<file path="src/rtl/grade_pkg.sv">
`default_nettype none
// ============================================================================
// Module   : grade_pkg
// Purpose  : Shared widths, constants, state codes and score saturation helper
//            for the grade accumulator.
// Revision : 1.0 - initial release
// ============================================================================
package grade_pkg;

    localparam int GRADE_W           = 4;
    localparam int SUM_W             = 7;
    localparam int SCORE_W           = 5;
    localparam int COUNT_W           = 3;
    localparam int DIVISOR           = 10;
    localparam int MAX_SCORE_DEFAULT = 25;

    typedef logic [1:0] state_t;

    localparam state_t ST_IDLE   = 2'd0;
    localparam state_t ST_ACCUM  = 2'd1;
    localparam state_t ST_DIVIDE = 2'd2;
    localparam state_t ST_DONE   = 2'd3;

    function automatic logic [SUM_W-1:0] sat_score(input logic [SCORE_W-1:0] score,
                                                   input logic [SCORE_W-1:0] ceiling);
        return (score > ceiling) ? SUM_W'(ceiling) : SUM_W'(score);
    endfunction

endpackage
`default_nettype wire

</file>
<file path="src/rtl/grade_accumulator_if.sv">
`default_nettype none
// ============================================================================
// Module   : grade_accumulator_if
// Purpose  : Score entry strobe/clear and grade code outputs of the accumulator.
// Revision : 1.0 - initial release
// ============================================================================
interface grade_accumulator_if;
    import grade_pkg::*;

    logic                clear;
    logic                score_valid;
    logic [SCORE_W-1:0]  score_in;
    logic                a;
    logic                b;
    logic                c;
    logic                d;
    logic                ready;
    logic                busy;
    logic [COUNT_W-1:0]  count;

    modport master (
        output clear, score_valid, score_in,
        input  a, b, c, d, ready, busy, count
    );

    modport slave (
        input  clear, score_valid, score_in,
        output a, b, c, d, ready, busy, count
    );

endinterface
`default_nettype wire

</file>
<file path="src/rtl/div10_seq.sv">
`default_nettype none
// ============================================================================
// Module   : div10_seq
// Purpose  : Sequential divide-by-ten by repeated subtraction, one step/cycle.
// Revision : 1.0 - initial release
// ============================================================================
module div10_seq
    import grade_pkg::*;
(
    input  wire logic               clk,
    input  wire logic               reset,
    input  wire logic               start,
    input  wire logic [SUM_W-1:0]   dividend,
    output logic                    done,
    output logic [GRADE_W-1:0]      quotient
);

    logic               r_active;
    logic [SUM_W-1:0]   r_rem;
    logic [GRADE_W-1:0] r_q;

    // start always reloads, so a run orphaned by an abort is simply overwritten
    always_ff @(posedge clk or posedge reset) begin
        if (reset) begin
            r_active <= 1'b0;
            r_rem    <= '0;
            r_q      <= '0;
        end else if (start) begin
            r_active <= 1'b1;
            r_rem    <= dividend;
            r_q      <= '0;
        end else if (r_active) begin
            if (r_rem >= SUM_W'(DIVISOR)) begin
                r_rem <= r_rem - SUM_W'(DIVISOR);
                r_q   <= r_q + GRADE_W'(1);
            end else begin
                r_active <= 1'b0;
            end
        end
    end

    // masked during start so a stale run cannot finish a freshly requested one
    assign done     = r_active && !start && (r_rem < SUM_W'(DIVISOR));
    assign quotient = r_q;

endmodule
`default_nettype wire

</file>
<file path="src/rtl/grade_accumulator.sv">
`default_nettype none
// ============================================================================
// Module   : grade_accumulator
// Purpose  : Sums N_ITEMS saturated partial scores and presents sum/10 as a
//            4-bit grade code with a level ready for the display decoder.
// Revision : 1.0 - initial release
// ============================================================================
module grade_accumulator
    import grade_pkg::*;
#(
    parameter int N_ITEMS   = 4,
    parameter int MAX_SCORE = MAX_SCORE_DEFAULT
) (
    input  wire logic           clk,
    input  wire logic           reset,
    grade_accumulator_if.slave  bus
);

    localparam logic [COUNT_W-1:0] c_n_items   = COUNT_W'(N_ITEMS);
    localparam logic [SCORE_W-1:0] c_max_score = SCORE_W'(MAX_SCORE);

    state_t             r_state;
    logic [SUM_W-1:0]   r_sum;
    logic [COUNT_W-1:0] r_count;
    logic [GRADE_W-1:0] r_code;
    logic               r_ready;
    logic               r_start;

    logic [SUM_W-1:0]   w_score;
    logic [SUM_W-1:0]   w_sum_acc;
    logic [COUNT_W-1:0] w_count_inc;
    logic               w_div_done;
    logic [GRADE_W-1:0] w_quotient;

    assign w_score     = sat_score(bus.score_in, c_max_score);
    assign w_sum_acc   = r_sum + w_score;
    assign w_count_inc = r_count + COUNT_W'(1);

    div10_seq u_div (
        .clk      (clk),
        .reset    (reset),
        .start    (r_start),
        .dividend (r_sum),
        .done     (w_div_done),
        .quotient (w_quotient)
    );

    always_ff @(posedge clk or posedge reset) begin
        if (reset) begin
            r_state <= ST_IDLE;
            r_sum   <= '0;
            r_count <= '0;
            r_code  <= '0;
            r_ready <= 1'b0;
            r_start <= 1'b0;
        end else begin
            r_start <= 1'b0;
            if (bus.clear) begin
                r_state <= ST_IDLE;
                r_sum   <= '0;
                r_count <= '0;
                r_code  <= '0;
                r_ready <= 1'b0;
            end else begin
                case (r_state)
                    ST_IDLE, ST_DONE: begin
                        // code is left untouched here; only ready drops
                        if (bus.score_valid) begin
                            r_sum   <= w_score;
                            r_count <= COUNT_W'(1);
                            r_ready <= 1'b0;
                            if (N_ITEMS == 1) begin
                                r_state <= ST_DIVIDE;
                                r_start <= 1'b1;
                            end else begin
                                r_state <= ST_ACCUM;
                            end
                        end
                    end
                    ST_ACCUM: begin
                        if (bus.score_valid) begin
                            r_sum   <= w_sum_acc;
                            r_count <= w_count_inc;
                            if (w_count_inc == c_n_items) begin
                                r_state <= ST_DIVIDE;
                                r_start <= 1'b1;
                            end
                        end
                    end
                    ST_DIVIDE: begin
                        if (w_div_done) begin
                            r_code  <= w_quotient;
                            r_ready <= 1'b1;
                            r_state <= ST_DONE;
                        end
                    end
                    default: r_state <= ST_IDLE;
                endcase
            end
        end
    end

    assign bus.a     = r_code[3];
    assign bus.b     = r_code[2];
    assign bus.c     = r_code[1];
    assign bus.d     = r_code[0];
    assign bus.ready = r_ready;
    assign bus.busy  = (r_state == ST_ACCUM) || (r_state == ST_DIVIDE);
    assign bus.count = r_count;

endmodule
`default_nettype wire

</file>
<file path="src/flat_wrapper.sv">
// flat-port wrapper written by rule: the top's interface ports become plain ports
module grade_accumulator_flat import grade_pkg::*;
#(
    parameter int N_ITEMS   = 4,
    parameter int MAX_SCORE = MAX_SCORE_DEFAULT
)
  (clk, reset, bus_clear, bus_score_valid, bus_score_in, bus_a, bus_b, bus_c, bus_d, bus_ready, bus_busy, bus_count);
  grade_accumulator_if bus_i ();
  input  wire logic clk;
  input  wire logic reset;
  input wire logic [$bits(bus_i.clear)-1:0] bus_clear;
  input wire logic [$bits(bus_i.score_valid)-1:0] bus_score_valid;
  input wire logic [$bits(bus_i.score_in)-1:0] bus_score_in;
  output wire logic [$bits(bus_i.a)-1:0] bus_a;
  output wire logic [$bits(bus_i.b)-1:0] bus_b;
  output wire logic [$bits(bus_i.c)-1:0] bus_c;
  output wire logic [$bits(bus_i.d)-1:0] bus_d;
  output wire logic [$bits(bus_i.ready)-1:0] bus_ready;
  output wire logic [$bits(bus_i.busy)-1:0] bus_busy;
  output wire logic [$bits(bus_i.count)-1:0] bus_count;
  assign bus_i.clear = bus_clear;
  assign bus_i.score_valid = bus_score_valid;
  assign bus_i.score_in = bus_score_in;
  assign bus_a = bus_i.a;
  assign bus_b = bus_i.b;
  assign bus_c = bus_i.c;
  assign bus_d = bus_i.d;
  assign bus_ready = bus_i.ready;
  assign bus_busy = bus_i.busy;
  assign bus_count = bus_i.count;
  grade_accumulator #(.N_ITEMS(N_ITEMS), .MAX_SCORE(MAX_SCORE)) u_core (.clk(clk), .reset(reset), .bus(bus_i));
endmodule
</file>
<file path="config.mk">
export PLATFORM = sky130hd
export DESIGN_NAME = grade_accumulator_flat
export DESIGN_NICKNAME = d
export VERILOG_FILES = /design/src/rtl/grade_pkg.sv /design/src/rtl/grade_accumulator_if.sv /design/src/rtl/div10_seq.sv /design/src/rtl/grade_accumulator.sv /design/src/flat_wrapper.sv
export SDC_FILE = /design/constraint.sdc
export NUM_CORES = 1
export LEC_CHECK = 0
export CORE_MARGIN = 2
export CORE_UTILIZATION = 43
export CTS_CLUSTER_SIZE = 30
export DETAILED_ROUTE_END_ITERATION = 10
export GPL_TIMING_DRIVEN = 0
export PLACE_DENSITY_LB_ADDON = 0.1
export SETUP_SLACK_MARGIN = 0.02
export SYNTH_ARGS = -nofsm -noshare
export SYNTH_HDL_FRONTEND = slang
export SYNTH_SLANG_ARGS = --single-unit
</file>
<file path="constraint.sdc">
create_clock -name clk -period 1.81 [get_ports clk]
set_input_delay 0.4525 -clock clk [delete_from_list [all_inputs] [get_ports clk]]
set_output_delay 0.4525 -clock clk [all_outputs]
set_load 0.05 [all_outputs]
</file>
==> tab_implementation.tex <==
\begin{tabular}{lr}
\hline
Metric & Value \\
\hline
\multicolumn{2}{l}{\textbf{Die}} \\
\quad Height of the die & 69.5 um \\
\quad Die footprint & between 4000 and 5000 um2 \\
\quad Starting Density & 45.5\% \\
\quad Number of rows in the core area & 23 \\
\quad Number of ports placed on the die boundary & 18 \\
\quad Die extent in x & just under 70 um \\
\quad CORE AREA & 4060 um2 \\
\multicolumn{2}{l}{\textbf{Logic synthesis}} \\
\quad Ys async rst share & 100\% \\
\quad Summed instance area of the synthesized netlist & 1840 um2 \\
\quad Mapped Nets & 215 \\
\quad Post-synth EDFFs & 0 \\
\quad Cell count after synthesis & 194 \\
\quad Main flop type after synthesis & dfrtp\_1 \\
\quad Synthesized area per cell & 9.51 um2 \\
\quad Number of storage elements in the synthesis netlist & 30 \\
\quad Warnings, synthesis & 0 \\
\quad Sequential element share of the synthesized area & 40.7\% \\
\quad Number of different library cells in the post-synthesis netlist & 53 \\
\multicolumn{2}{l}{\textbf{STA}} \\
\quad Setup repair after global routing missed its margin & yes \\
\quad Number of max-slew violations in the final report & 0 \\
\quad Number of endpoints failing setup at the final stage & 2 \\
\quad Hold WS & 0.508 ns \\
\quad Post-route clock period utilization & 110\% \\
\quad Final clock skew & 0.00442 ns \\
\quad Final Hold Vio Count & 0 \\
\quad Upper clock frequency limit & 500 MHz \\
\quad Minimum clock period after layout & between 1.5 and 2 ns \\
\quad Tightest Pin Transition & about 0.67 ns \\
\quad Worst-case setup margin in the final layout & -0.190 ns \\
\quad Normalized max-slew margin & between 50\% and 60\% \\
\multicolumn{2}{l}{\textbf{Detailed routing}} \\
\quad Via density per instance & 5.75 \\
\quad Remaining antenna violation count after routing & 0 \\
\quad Violation count after the first detailed-routing iteration & 92 \\
\quad Total wirelength of the detailed-routed design & roughly 4600 um \\
\quad Drt drc & 0 \\
\quad Number of iterations in the first detailed-routing pass & 4 \\
\quad Via total after detailed routing & between 1500 and 2000 \\
\quad Routed wirelength normalized by instance count & $\sim$17 um \\
\multicolumn{2}{l}{\textbf{Setup path}} \\
\quad Launching point of the worst reg2reg path & u\_core.r\_sum[0] \\
\quad WS Path Type & primary input to register \\
\quad Cells along the critical path & buf\_8 > nor2\_4 > o21bai\_4 > ha\_4 > fa\_2 > a21o\_1 > a221o\_1 > mux2\_4 > a21oi\_2 \\
\quad Element type at the critical path end & register \\
\quad Cell type group with the largest total delay on the critical path & compound AO/OA/AOI/OAI gates \\
\quad Crit path buf inv count & 1 \\
\quad Worst endpoint data arrival time & 2.21 ns \\
\quad CP startpoint kind & primary input \\
\quad CP max stage cell & fa\_2 \\
\quad Largest stage delay on the critical path & 0.34 ns \\
\quad CP max FO & 2 \\
\quad Start point of the critical path & bus\_score\_in[2] \\
\quad Required time of the critical path & 2.02 ns \\
\multicolumn{2}{l}{\textbf{Pwr}} \\
\quad Leakage Power & 1.14 nW \\
\quad Worst IR Drop VDD & 1.08 mV \\
\quad Power per cell area & 1200 nW/um2 \\
\quad Total design power & 0.00292 W \\
\multicolumn{2}{l}{\textbf{Clock tree}} \\
\quad CTS tree & built \\
\quad Number of sinks on the clock net & 30 \\
\quad Inserted Clock Buffers & 5 \\
\quad Hold buffer count at CTS & 0 \\
\quad H-tree depth & 2 \\
\quad Worst-Skew Late Latency & $\sim$0.28 ns \\
\quad Largest buffer count on any clock path & 2 \\
\quad Clock transition at the registers of the reported paths & 0.07 ns \\
\quad Root buf cell & clkbuf\_8 \\
\multicolumn{2}{l}{\textbf{Placed design}} \\
\quad Port Buffers & 15 \\
\quad Dpl hpwl & 3080 um \\
\quad Last weighted congestion value of the routability-driven placer & 0.811 \\
\multicolumn{2}{l}{\textbf{Final layout}} \\
\quad Post-synthesis to final-layout area growth & 32.0\% \\
\quad Count of nets after finishing & 250 \\
\quad Total inserted antenna cells & 0 \\
\quad Fraction of layout instances using a drive strength above 1 & 27.0\% \\
\quad Most frequent cells in the layout & dfrtp\_1 (29), a21oi\_1 (15), nand2\_1 (14) \\
\quad Most common cell after layout, fill and taps aside & dfrtp\_1 \\
\multicolumn{2}{l}{\textbf{GRT}} \\
\quad First-pass GRT wire length & 7470 um \\
\quad Remaining global-route overflow & 0 \\
\quad Met2 Resource Use GR & 30.7\% \\
\quad Met1 track utilization from global routing & 25.4\% \\
\quad Global-route usage over all layers & 19.3\% \\
\quad Antenna violations before repair & 0 \\
\quad Pin count of the biggest net entering global routing & 31 \\
\quad Peak-usage layer in the global routing report & met2 \\
\quad Vias in the first global route & 1643 \\
\quad Met3 GRT Util & 3.49\% \\
\multicolumn{2}{l}{\textbf{Job}} \\
\quad Reported max-cap violation count & 0 \\
\multicolumn{2}{l}{\textbf{Outcome}} \\
\quad Status & finished, violations left \\
\quad Violations in the final reports & setup timing \\
\multicolumn{2}{l}{\textbf{Worst hold path}} \\
\quad Hold Startpoint & u\_core.u\_div.r\_rem[0] \\
\quad Kind of path behind the tightest hold check & register to register \\
\hline
\end{tabular}
[metrics by stage]
stage / std cells / utilization (%) / setup slack [ns] / area [um2] / setup TNS (ns)
CTS: 275 / 57.9 / -0.222 / 2350 / -0.273
global placement: 259 / 50.8 / -0.865 / 2060 / -4.88
detailed placement: 259 / 50.8 / -0.858 / 2060 / -6.89
finish: 280 / 60.0 / -0.190 / 2430 / -0.317
global route: 280 / 60.0 / -0.250 / 2430 / -0.472
floorplan: 194 / - / -0.253 / 1850 / -0.276
[registers in the layout, summed over array words and instances (netlist names)]
| name | flops |
|---|---|
| u_core.r_sum | 7 |
| u_core.u_div.r_rem | 7 |
| u_core.r_code | 4 |
| u_core.u_div.quotient | 4 |
| u_core.bus.count | 3 |
| u_core.r_state | 2 |
| u_core.bus.ready | 1 |
| u_core.r_start | 1 |
| u_core.u_div.r_active | 1 |
[layout make-up]
cell class / count / area, um2
buffer: 9 / 45.0
clock buffer: 6 / 82.6
clock inverter: 2 / 60.1
fill: 335 / 1620
inverter: 13 / 55.1
multi-input combinational: 142 / 1140
sequential: 30 / 752
tap: 50 / 62.6
timing repair buffer: 28 / 238
[synthesized netlist by cell type, drive strengths merged (3+ instances only)]
cell type	instances	area (um2)
a21oi	18	90.1
nand3	4	20.0
buf	3	17.5
dfrtp	30	751
clkbuf	6	22.5
inv	12	45.1
or3	5	31.3
xor2	5	43.8
mux2	3	33.8
mux2i	7	70.1
o21ai	11	55.1
nand2	15	56.3
nor2	11	41.3
ha	11	138
nand2b	8	50.1
[where the power goes]
group          internal (W)  total (W)  switching [W]  leakage (nW)
Sequential         0.000759   0.000870       0.000110         0.406
Combinational      0.000532    0.00120       0.000665         0.662
Clock              0.000587   0.000852       0.000265        0.0714
Total               0.00188    0.00292        0.00104          1.14
[worst reg2reg max path, cell delays in order, from the launching register on]
cell	delay, ns
dfrtp_1	0.43
ha_4	0.19
fa_2	0.34
a21o_1	0.20
a221o_1	0.33
mux2_4	0.31
a21oi_2	0.11
[worst paths after layout]
check                      cells after the start                  endpoint  slack (ns)
setup / recovery                               9           u_core.r_sum[6]       -0.19
hold / removal                                 1     u_core.u_div.r_rem[0]        0.51
setup reg to reg                               6           u_core.r_sum[6]       -0.16
hold reg to reg                                1     u_core.u_div.r_rem[0]        0.51
max in group asynchronous                      2     u_core.u_div.r_rem[4]        0.78
min in group asynchronous                      2  u_core.u_div.quotient[2]        0.62
[what timing repair did]
action | CTS | global route
gates resized for setup | 59 | 16
setup buffers | 7 | 5
hold endpoints to repair | 0 | 0
endpoints found under the setup margin | 24 | 20
pin swaps | 13 | 8
cloned | 1 | 0
[logic make-up (layout without fill, tap and decap cells)]
group | Yosys count | after routing | share of synthesized area, %
flops | 30 | 30 | 40.7
compound gates | 56 | 56 | 20.2
mux | 10 | 10 | 5.63
fa+ha+maj | 12 | 12 | 8.55
xor+xnor | 7 | 7 | 3.32
simple gates | 57 | 57 | 16.8
buf+inv | 22 | 58 | 4.82
[per-layer routing]
metal / wire length [um] / vias to the layer above
li1: - / 768
met2: 2280 / 33
met4: 91 / 0
met5: 0 / -
met1: 2120 / 798
met3: 147 / 11
(Power assumes the default switching activity.)
